File: src/rtl/sh7604_ubc_match_pkg.sv
// Shared field positions, types and helpers for the SH7604 UBC break-condition engine.
package sh7604_ubc_match_pkg;

    // Positions of the 2-bit fields inside BBRA/BBRB.
    localparam int unsigned BBR_CP_LSB = 6;
    localparam int unsigned BBR_ID_LSB = 4;
    localparam int unsigned BBR_RW_LSB = 2;
    localparam int unsigned BBR_SZ_LSB = 0;

    localparam int unsigned BRCR_PCBA = 10;
    localparam int unsigned BRCR_SEQ  = 4;
    localparam int unsigned BRCR_DBEB = 3;
    localparam int unsigned BRCR_PCBB = 2;

    typedef enum logic [0:0] {
        StIdle  = 1'b0,
        StASeen = 1'b1
    } seq_state_e;

    // Stage-1 snapshot: hits plus the attributes and controls the cycle completes with.
    typedef struct packed {
        logic       hit_a;
        logic       hit_b;
        logic       cpu;
        logic       ifetch;
        logic [1:0] sz;
        logic       pcba;
        logic       pcbb;
        logic       dbeb;
        logic       seq;
    } stage1_t;

    function automatic logic [31:0] sz_lane_mask(input logic [1:0] sz);
        logic [31:0] mask;
        case (sz)
            2'b01:   mask = 32'h0000_00FF;
            2'b10:   mask = 32'h0000_FFFF;
            default: mask = 32'hFFFF_FFFF;
        endcase
        return mask;
    endfunction

endpackage

File: src/rtl/sh7604_ubc_chan_cmp.sv
// Combinational address and bus-cycle-condition comparator for one UBC break channel.
module sh7604_ubc_chan_cmp
    import sh7604_ubc_match_pkg::*;
(
    input  logic [31:0] i_bus_a,
    input  logic [31:0] i_bar,
    input  logic [31:0] i_bamr,
    input  logic [7:0]  i_bbr,
    input  logic        i_cpu,
    input  logic        i_ifetch,
    input  logic        i_we,
    input  logic [1:0]  i_sz,
    output logic        o_hit
);

    logic [1:0] w_cp;
    logic [1:0] w_id;
    logic [1:0] w_rw;
    logic [1:0] w_sz;
    logic       w_addr_hit;
    logic       w_cp_hit;
    logic       w_id_hit;
    logic       w_rw_hit;
    logic       w_sz_hit;

    assign w_cp = i_bbr[BBR_CP_LSB +: 2];
    assign w_id = i_bbr[BBR_ID_LSB +: 2];
    assign w_rw = i_bbr[BBR_RW_LSB +: 2];
    assign w_sz = i_bbr[BBR_SZ_LSB +: 2];

    assign w_addr_hit = ((i_bus_a ^ i_bar) & ~i_bamr) == 32'd0;

    // A 00 field in CP, ID or RW can never be satisfied, which disables the channel.
    assign w_cp_hit = |(w_cp & {~i_cpu, i_cpu});
    assign w_id_hit = |(w_id & {~i_ifetch, i_ifetch});
    assign w_rw_hit = |(w_rw & {i_we, ~i_we});
    assign w_sz_hit = (w_sz == 2'b00) || (w_sz == i_sz);

    assign o_hit = w_addr_hit & w_cp_hit & w_id_hit & w_rw_hit & w_sz_hit;

endmodule

File: src/rtl/sh7604_ubc_match.sv
// SH7604 UBC break-condition engine: two-stage bus compare, post-execution parking, A-then-B
// sequencing and the user-break IRQ. Define SH7604_UBC_DATA_CMP_EN for channel B data compare.
module sh7604_ubc_match
    import sh7604_ubc_match_pkg::*;
#(
    parameter int unsigned DISABLE = 0
) (
    input  logic        CLK,
    input  logic        RST,
    input  logic        CE_R,
    input  logic        EN,
    input  logic [31:0] BARA,
    input  logic [31:0] BAMRA,
    input  logic [31:0] BARB,
    input  logic [31:0] BAMRB,
    input  logic [15:0] BBRA,
    input  logic [15:0] BBRB,
    input  logic [31:0] BDRB,
    input  logic [31:0] BDMRB,
    input  logic [15:0] BRCR,
    input  logic [31:0] BUS_A,
    input  logic        BUS_START,
    input  logic        BUS_CPU,
    input  logic        BUS_IF,
    input  logic        BUS_WE,
    input  logic [1:0]  BUS_SZ,
    input  logic [31:0] BUS_D,
    input  logic        BUS_DONE,
    input  logic        INSTR_DONE,
    input  logic        IRQ_ACK,
    output logic [3:0]  CMF_SET,
    output logic        IRQ
);

    generate
        if (DISABLE != 0) begin : g_off
            logic w_unused;
            assign w_unused = ^{CLK, RST, CE_R, EN, BARA, BAMRA, BARB, BAMRB, BBRA, BBRB,
                                BDRB, BDMRB, BRCR, BUS_A, BUS_START, BUS_CPU, BUS_IF, BUS_WE,
                                BUS_SZ, BUS_D, BUS_DONE, INSTR_DONE, IRQ_ACK};
            assign CMF_SET = 4'b0000;
            assign IRQ     = 1'b0;
        end else begin : g_on
            logic       w_step;
            logic       w_done;
            logic       w_hit_a;
            logic       w_hit_b;
            logic       w_data_ok;
            logic       w_b_ok;
            logic       w_conf_a;
            logic       w_conf_b;
            logic       w_park_a;
            logic       w_park_b;
            logic       w_imm_a;
            logic       w_imm_b;
            logic       w_pfire_a;
            logic       w_pfire_b;
            logic [1:0] w_flag_a;
            logic [1:0] w_flag_b;
            logic       w_ev_a;
            logic       w_ev_b;
            logic [3:0] w_cmf;
            logic       w_fire;
            seq_state_e w_state_d;
            stage1_t    w_s1_d;
            logic       w_unused;

            stage1_t    r_s1;
            logic       r_busy;
            logic       r_post_a;
            logic       r_post_b;
            logic       r_post_cpu_a;
            logic       r_post_cpu_b;
            seq_state_e r_state;
            logic [3:0] r_cmf;
            logic       r_irq;

            sh7604_ubc_chan_cmp u_cmp_a (
                .i_bus_a  (BUS_A),
                .i_bar    (BARA),
                .i_bamr   (BAMRA),
                .i_bbr    (BBRA[7:0]),
                .i_cpu    (BUS_CPU),
                .i_ifetch (BUS_IF),
                .i_we     (BUS_WE),
                .i_sz     (BUS_SZ),
                .o_hit    (w_hit_a)
            );

            sh7604_ubc_chan_cmp u_cmp_b (
                .i_bus_a  (BUS_A),
                .i_bar    (BARB),
                .i_bamr   (BAMRB),
                .i_bbr    (BBRB[7:0]),
                .i_cpu    (BUS_CPU),
                .i_ifetch (BUS_IF),
                .i_we     (BUS_WE),
                .i_sz     (BUS_SZ),
                .o_hit    (w_hit_b)
            );

            assign w_step = CE_R & EN;

            always_comb begin
                w_s1_d        = '0;
                w_s1_d.hit_a  = w_hit_a;
                w_s1_d.hit_b  = w_hit_b;
                w_s1_d.cpu    = BUS_CPU;
                w_s1_d.ifetch = BUS_IF;
                w_s1_d.sz     = BUS_SZ;
                w_s1_d.pcba   = BRCR[BRCR_PCBA];
                w_s1_d.pcbb   = BRCR[BRCR_PCBB];
                w_s1_d.seq    = BRCR[BRCR_SEQ];
`ifdef SH7604_UBC_DATA_CMP_EN
                w_s1_d.dbeb   = BRCR[BRCR_DBEB];
`endif
            end

`ifdef SH7604_UBC_DATA_CMP_EN
            assign w_data_ok = ((BUS_D ^ BDRB) & ~BDMRB & sz_lane_mask(r_s1.sz)) == 32'd0;
            assign w_unused  = ^{BBRA[15:8], BBRB[15:8], BRCR[15:11], BRCR[9:5], BRCR[1:0]};
`else
            assign w_data_ok = 1'b1;
            assign w_unused  = ^{BBRA[15:8], BBRB[15:8], BRCR[15:11], BRCR[9:5], BRCR[3],
                                 BRCR[1:0], BDRB, BDMRB, BUS_D, r_s1.sz, r_s1.dbeb};
`endif

            // Stage 2: only the single in-flight cycle can complete.
            assign w_done   = w_step & BUS_DONE & r_busy;
            assign w_b_ok   = r_s1.hit_b & (r_s1.ifetch | ~r_s1.dbeb | w_data_ok);
            assign w_conf_a = w_done & r_s1.hit_a;
            assign w_conf_b = w_done & w_b_ok;
            assign w_park_a = w_conf_a & r_s1.ifetch & r_s1.pcba;
            assign w_park_b = w_conf_b & r_s1.ifetch & r_s1.pcbb;
            assign w_imm_a  = w_conf_a & ~w_park_a;
            assign w_imm_b  = w_conf_b & ~w_park_b;

            assign w_pfire_a = w_step & INSTR_DONE & r_post_a;
            assign w_pfire_b = w_step & INSTR_DONE & r_post_b;

            // {CPU, DMA} flag per channel from either the immediate or the parked source.
            assign w_flag_a = {(w_imm_a & r_s1.cpu) | (w_pfire_a & r_post_cpu_a),
                               (w_imm_a & ~r_s1.cpu) | (w_pfire_a & ~r_post_cpu_a)};
            assign w_flag_b = {(w_imm_b & r_s1.cpu) | (w_pfire_b & r_post_cpu_b),
                               (w_imm_b & ~r_s1.cpu) | (w_pfire_b & ~r_post_cpu_b)};
            assign w_ev_a   = |w_flag_a;
            assign w_ev_b   = |w_flag_b;

            always_comb begin
                w_state_d = r_state;
                w_cmf     = 4'b0000;
                w_fire    = 1'b0;
                if (r_s1.seq) begin
                    w_cmf[3:2] = w_flag_a;
                    if (w_ev_b && (r_state == StASeen)) begin
                        w_cmf[1:0] = w_flag_b;
                        w_fire     = 1'b1;
                        w_state_d  = StIdle;
                    end else if (w_ev_a) begin
                        w_state_d  = StASeen;
                    end
                end else begin
                    w_cmf     = {w_flag_a, w_flag_b};
                    w_fire    = w_ev_a | w_ev_b;
                    w_state_d = StIdle;
                end
            end

            always_ff @(posedge CLK) begin
                if (RST) begin
                    r_s1         <= '0;
                    r_busy       <= 1'b0;
                    r_post_a     <= 1'b0;
                    r_post_b     <= 1'b0;
                    r_post_cpu_a <= 1'b0;
                    r_post_cpu_b <= 1'b0;
                    r_state      <= StIdle;
                    r_cmf        <= 4'b0000;
                    r_irq        <= 1'b0;
                end else begin
                    r_cmf <= 4'b0000;
                    if (w_step) begin
                        // A start while a cycle is outstanding is dropped.
                        if (BUS_START && !r_busy) begin
                            r_busy <= 1'b1;
                            r_s1   <= w_s1_d;
                        end else if (w_done) begin
                            r_busy <= 1'b0;
                        end
                        if (w_park_a) begin
                            r_post_a     <= 1'b1;
                            r_post_cpu_a <= r_s1.cpu;
                        end else if (w_pfire_a) begin
                            r_post_a     <= 1'b0;
                        end
                        if (w_park_b) begin
                            r_post_b     <= 1'b1;
                            r_post_cpu_b <= r_s1.cpu;
                        end else if (w_pfire_b) begin
                            r_post_b     <= 1'b0;
                        end
                        r_state <= w_state_d;
                        r_cmf   <= w_cmf;
                        r_irq   <= w_fire | (r_irq & ~IRQ_ACK);
                    end
                end
            end

            assign CMF_SET = r_cmf;
            assign IRQ     = r_irq;
        end
    endgenerate

endmodule
File: config.mk
export PLATFORM = sky130hd
export DESIGN_NAME = sh7604_ubc_match
export DESIGN_NICKNAME = d
export VERILOG_FILES = /design/src/rtl/sh7604_ubc_match_pkg.sv /design/src/rtl/sh7604_ubc_chan_cmp.sv /design/src/rtl/sh7604_ubc_match.sv
export SDC_FILE = /design/constraint.sdc
export NUM_CORES = 1
export LEC_CHECK = 0
export BUFFER_PORTS_ARGS = -buffer_cell sky130_fd_sc_hd__buf_4
export CORE_AREA = 10 10 117 119
export CTS_CLUSTER_SIZE = 16
export DETAILED_ROUTE_END_ITERATION = 8
export DIE_AREA = 0 0 127 129
export MAX_ROUTING_LAYER = met4
export PLACE_DENSITY = 0.63
export SLEW_MARGIN = 10
export SYNTH_ARGS = -nofsm -noshare
export SYNTH_HDL_FRONTEND = slang
export SYNTH_SLANG_ARGS = --single-unit
File: constraint.sdc
create_clock -name CLK -period 1.6 [get_ports CLK]
set_input_delay 0.16 -clock CLK [delete_from_list [all_inputs] [get_ports CLK]]
set_output_delay 0.16 -clock CLK [all_outputs]
set_load 0.005 [all_outputs]
Word level (Yosys, flattened, before mapping) --
Index checks and enable logic that the tools add are counted.
Word-level totals: flip-flop bits (word level) 18, input port bits 317, word-level logic and storage cells 118
Operators by class: eq/ne operators 3, muxes and demuxes 13, bitwise logic cells 59, reduce and logical (&&, ||, !) cells 28
Operators by type and width (count):
- AND 32 bit | 2
- zero test 32 bit | 2
- NOT 32 bit | 2
- bitwise XOR 32 bit | 2
- AND 1 bit | 31
- OR reduction 2 bit | 9
- AND reduction 2 bit | 7
- AND 2 bit | 6
- two-way mux 1 bit | 11
- NOT 1 bit | 10
- OR 1 bit | 6
- nonzero test 2 bit | 3
- equality test 2 bit | 2
- zero test 2 bit | 2
- two-way mux 2 bit | 2
- != test 3 x 2 -> 1 bit (second input constant) | 1
- logical AND 1 bit | 2
- logical OR 1 bit | 2
- zero test 1 bit | 1

Longest topological paths before layout --
depth in word-level cells 15, depth in mapped cells 6

Modules after synthesis --
A second synthesis with hierarchy kept.
Second synthesis, totals: cell total of the unflattened synthesis 226, area total of the unflattened synthesis 1732.9 um^2
Modules (own cells, without submodules):
- sh7604_ubc_chan_cmp | instances 2, cells an instance 68, area an instance 496.7 um^2
- sh7604_ubc_match | instances 1, cells an instance 90, area an instance 739.5 um^2

Worst setup path after synthesis --
No wires, ideal clock.
kind register to register, from register g_on.r_busy, to register g_on.r_s1 (netlist bit g_on.w_b_ok), arrival time 1186 ps, required time 1531 ps, path slack 345 ps, cell stages (with the launch flop) 7, buffers on the path 1, cell sequence dfxtp_1 and4b_1 buf_6 o211ai_4 nor4_2 nand4_1 o21ai_1
Between the ends: cells in the longest elaborated chain, start to end 3
RTL lines:
- start, declared | RTL line sh7604_ubc_match.sv:69 | logic r_busy;
- start signal, assigned | RTL line sh7604_ubc_match.sv:172 | r_busy <= 1'b0;
- start signal, assigned | RTL line sh7604_ubc_match.sv:185 | r_busy <= 1'b1;
- start signal, assigned | RTL line sh7604_ubc_match.sv:188 | r_busy <= 1'b0;
- zero test 1 bit | RTL line sh7604_ubc_match.sv:184 | if (BUS_START && !r_busy) begin
- logical AND 1 bit | RTL line sh7604_ubc_match.sv:184
- AND reduction 2 bit (no source line)
- end signal, assigned | RTL line sh7604_ubc_match.sv:186 | r_s1 <= w_s1_d;
- end, declared | RTL line sh7604_ubc_match.sv:68 | stage1_t r_s1;
Every way passes these cells. A chain may end at the register's enable or synchronous reset.

Worst setup path after layout --
Ends and elaborated chain as after synthesis.

==> out/metrics.cfg <==
[outcome]
outcome=finished, final reports clean

[die]
io_pins=322
core_area_um2=11300
num_rows=39
dieArea_um2=16400
initial_core_util=0.151
die_w_um=127
die_h_um=129

[flow_run]
drv_cap=0

[worst_setup_path]
setup.worst_path.end_class=register
cpPeakStageDelay_ns=0.32
path_max_fanout=3
critPathLaunchType=register
crit_arrival_ns=1.62
path_class=register to register
crit_slowest_cell=dfxtp_1
worst-path-buf-inv=1
worstPathCellList=and4b_1, buf_4, o211ai_4, nor4_2, nand4_1, o21ai_1
cp_data_required_time_ns=1.78
critical_path.top_delay_family=simple AND/OR/NAND/NOR gates

[timing]
finalCritPeriodShare=0.897
worst_slack_ns=0.164
fin_crit_ns=1.44
worst_pin_slew_ns=0.387
rsz0062_at_grt=no
report.final.slew_viol_count=0
skew_ns=0.00157
finalSetupViolations=0
max-slew-margin-rel=0.739
max_freq_ghz=0.697
hold_viol=0

[cts]
path_clk_slew_ns=0.05
clk_path_buf_depth=2
cts_buffers=3
cts_tree=done
clock-sinks=18
post_cts_buffers=0
cts-root-buf=clkbuf_16
cts_htree_levels=1
clock_latency_ns=0.25

[synth]
synth_top_cell_by_area=xnor2_1
synth.avg_cell_area_um2=8.08
synth_enable_flop_cells=0
async_reset_ff_frac=0
ys_ff_latch=18
ys_warn_count=0
synth.distinct_cells=29
netlist.area_leader.share=0.327
seq_area_frac_synth=0.210
syn_area_um2=1710
synth_flop_cell=dfxtp_1
synth_nets=529
synth_area_leaders=xnor2_1 33%, dfxtp_1 21%, o22ai_1 11%
netlist_instances=212

[pwr]
p_leak_nw=1.54
total_power_w=0.00175
power_density_nw_per_um2=503
irDropWorstVdd_uv=564

[placed_design]
post-place-ws_ns=0.0294
gp_congestion=0.940
io_buffer_count=196
dpl.hpwl_mm=9.16
place_inst=554

[route]
drc=0
vias=2397
via_per_inst=4.30
drt-initial-drc-count=53
dr.pass1.iters=4
avgRoutedWirePerCell_um=17.5
wl_mm=9.77
drtAntennaViolNets=0

[layout]
layout.cells.non_filler=558
multi_input_area_um2=1330
ff_latch_area_um2=360
syn_to_final_growth_pct=103
diodes=0
nets=733
fillers=1222
drive_above_1_share=0.501

[global_routing]
grt_overflow_total=0
antenna_found_initial=0
grt_pass1_wl_mm=14.4
gr-usage-all-layers=0.113
grt_max_degree=15
first_global_vias=2832

[hold_path]
hold_path.class=primary input to register

==> through the flow <==
stage                     cell area [µm²]  hold WS, ns  TNS [ns]  utilization
after floorplan                      1710        0.229         0            -
after global placement               3390        0.402  -0.00526        0.299
after detailed placement             3390        0.413         0        0.299
after CTS                            3470        0.153         0        0.307
after global routing                 3480        0.174         0        0.307
final                                3480        0.152         0        0.307
==> cell families after synthesis <==
| logic type | after synthesis | share of synthesized area |
|---|---|---|
| mux | 13 | 0.0760 |
| xor+xnor | 64 | 0.327 |
| flops | 18 | 0.210 |
| simple gates | 58 | 0.169 |
| compound gates | 53 | 0.199 |
| buf+inv | 6 | 0.0175 |
==> registers in the layout, indices dropped and copies added (netlist names) <==
signal	count
g_on.r_post_cpu_b	1
IRQ	1
g_on.w_b_ok	1
g_on.r_s1	6
g_on.r_busy	1
g_on.r_post_b	1
g_on.r_state	1
CMF_SET	4
g_on.r_post_cpu_a	1
g_on.r_post_a	1
==> where the power goes <==
part           switching (W)  internal [W]  leakage [nW]
combinational       0.000267      0.000478          1.35
clock               0.000165      0.000380        0.0442
sequential        0.00000564      0.000455         0.145
total               0.000438       0.00131          1.54
==> cell usage after synthesis, types with 3 or more instances <==
master and count:
nor4_1 5, a21oi_1 6, o21ai_0 6, nand4_1 4, xnor2_1 64, and3_1 3, o22ai_1 31, nor2_1 17
nand2_1 12, dfxtp_1 18, inv_1 4, mux2i_1 13, nand3_1 8, a211oi_1 3
==> path summary, 6_finish.rpt <==
| kind | endpoint | slack, ns | depth (start not counted) | from |
|---|---|---|---|---|
| max | g_on.w_b_ok$_SDFFE_PP0P_ | 0.16 | 6 | g_on.r_busy$_SDFFE_PP0P_ |
| min | g_on.r_s1[3]$_SDFFE_PP0P_ | 0.15 | 3 | BRCR[10] |
| max reg2reg | g_on.w_b_ok$_SDFFE_PP0P_ | 0.16 | 6 | g_on.r_busy$_SDFFE_PP0P_ |
| min reg2reg | IRQ$_SDFFE_PP0N_ | 0.46 | 2 | IRQ$_SDFFE_PP0N_ |
==> cells in the final DEF (no fill, tap or decap) <==
master / n
o211ai_4: 1
and3_1: 3
mux2i_1: 13
a221oi_1: 1
and2_1: 2
clkbuf_16: 3
clkbuf_8: 1
and4b_1: 1
o21ai_1: 2
o22ai_1: 31
nor2_1: 17
nor3_1: 2
xnor2_1: 64
a211oi_1: 3
o2111ai_1: 1
nand2_1: 12
or3_1: 1
nor4_1: 4
nand3_1: 8
buf_4: 201
a31o_1: 1
nand2b_1: 1
nor4_2: 2
nand4_1: 4
and4_1: 1
o211ai_1: 1
o21ai_0: 6
inv_1: 4
dfxtp_1: 18
a21oi_1: 6
==> worst register-to-register path: stages, from the launching register on <==
cell and delay, ns:
dfxtp_1 0.32, and4b_1 0.31, buf_4 0.16, o211ai_4 0.07, nor4_2 0.25, nand4_1 0.13, o21ai_1 0.13
==> what timing repair did <==
action | in CTS | in global routing
setup endpoints to repair | 0 | 1
hold buffers | 0 | 0
gates resized for setup | 0 | 1
==> area by class of cell <==
class                      count  share of cell area
inverter                       4             0.00431
sequential                    18               0.104
timing repair buffer         201               0.434
multi-input combinational    188               0.382
tap                          143              0.0514
clock buffer                   4              0.0255
==> metal layers <==
layer	routed length, µm	global-route usage	part of all wire	vias to the layer above
met5	0	-	0	-
met4	68	0.0107	0.0070	0
met3	722	0.0324	0.074	7
met2	5180	0.212	0.53	144
met1	3790	0.119	0.39	1059
li1	-	-	-	1187
(Power assumes the default switching activity.)
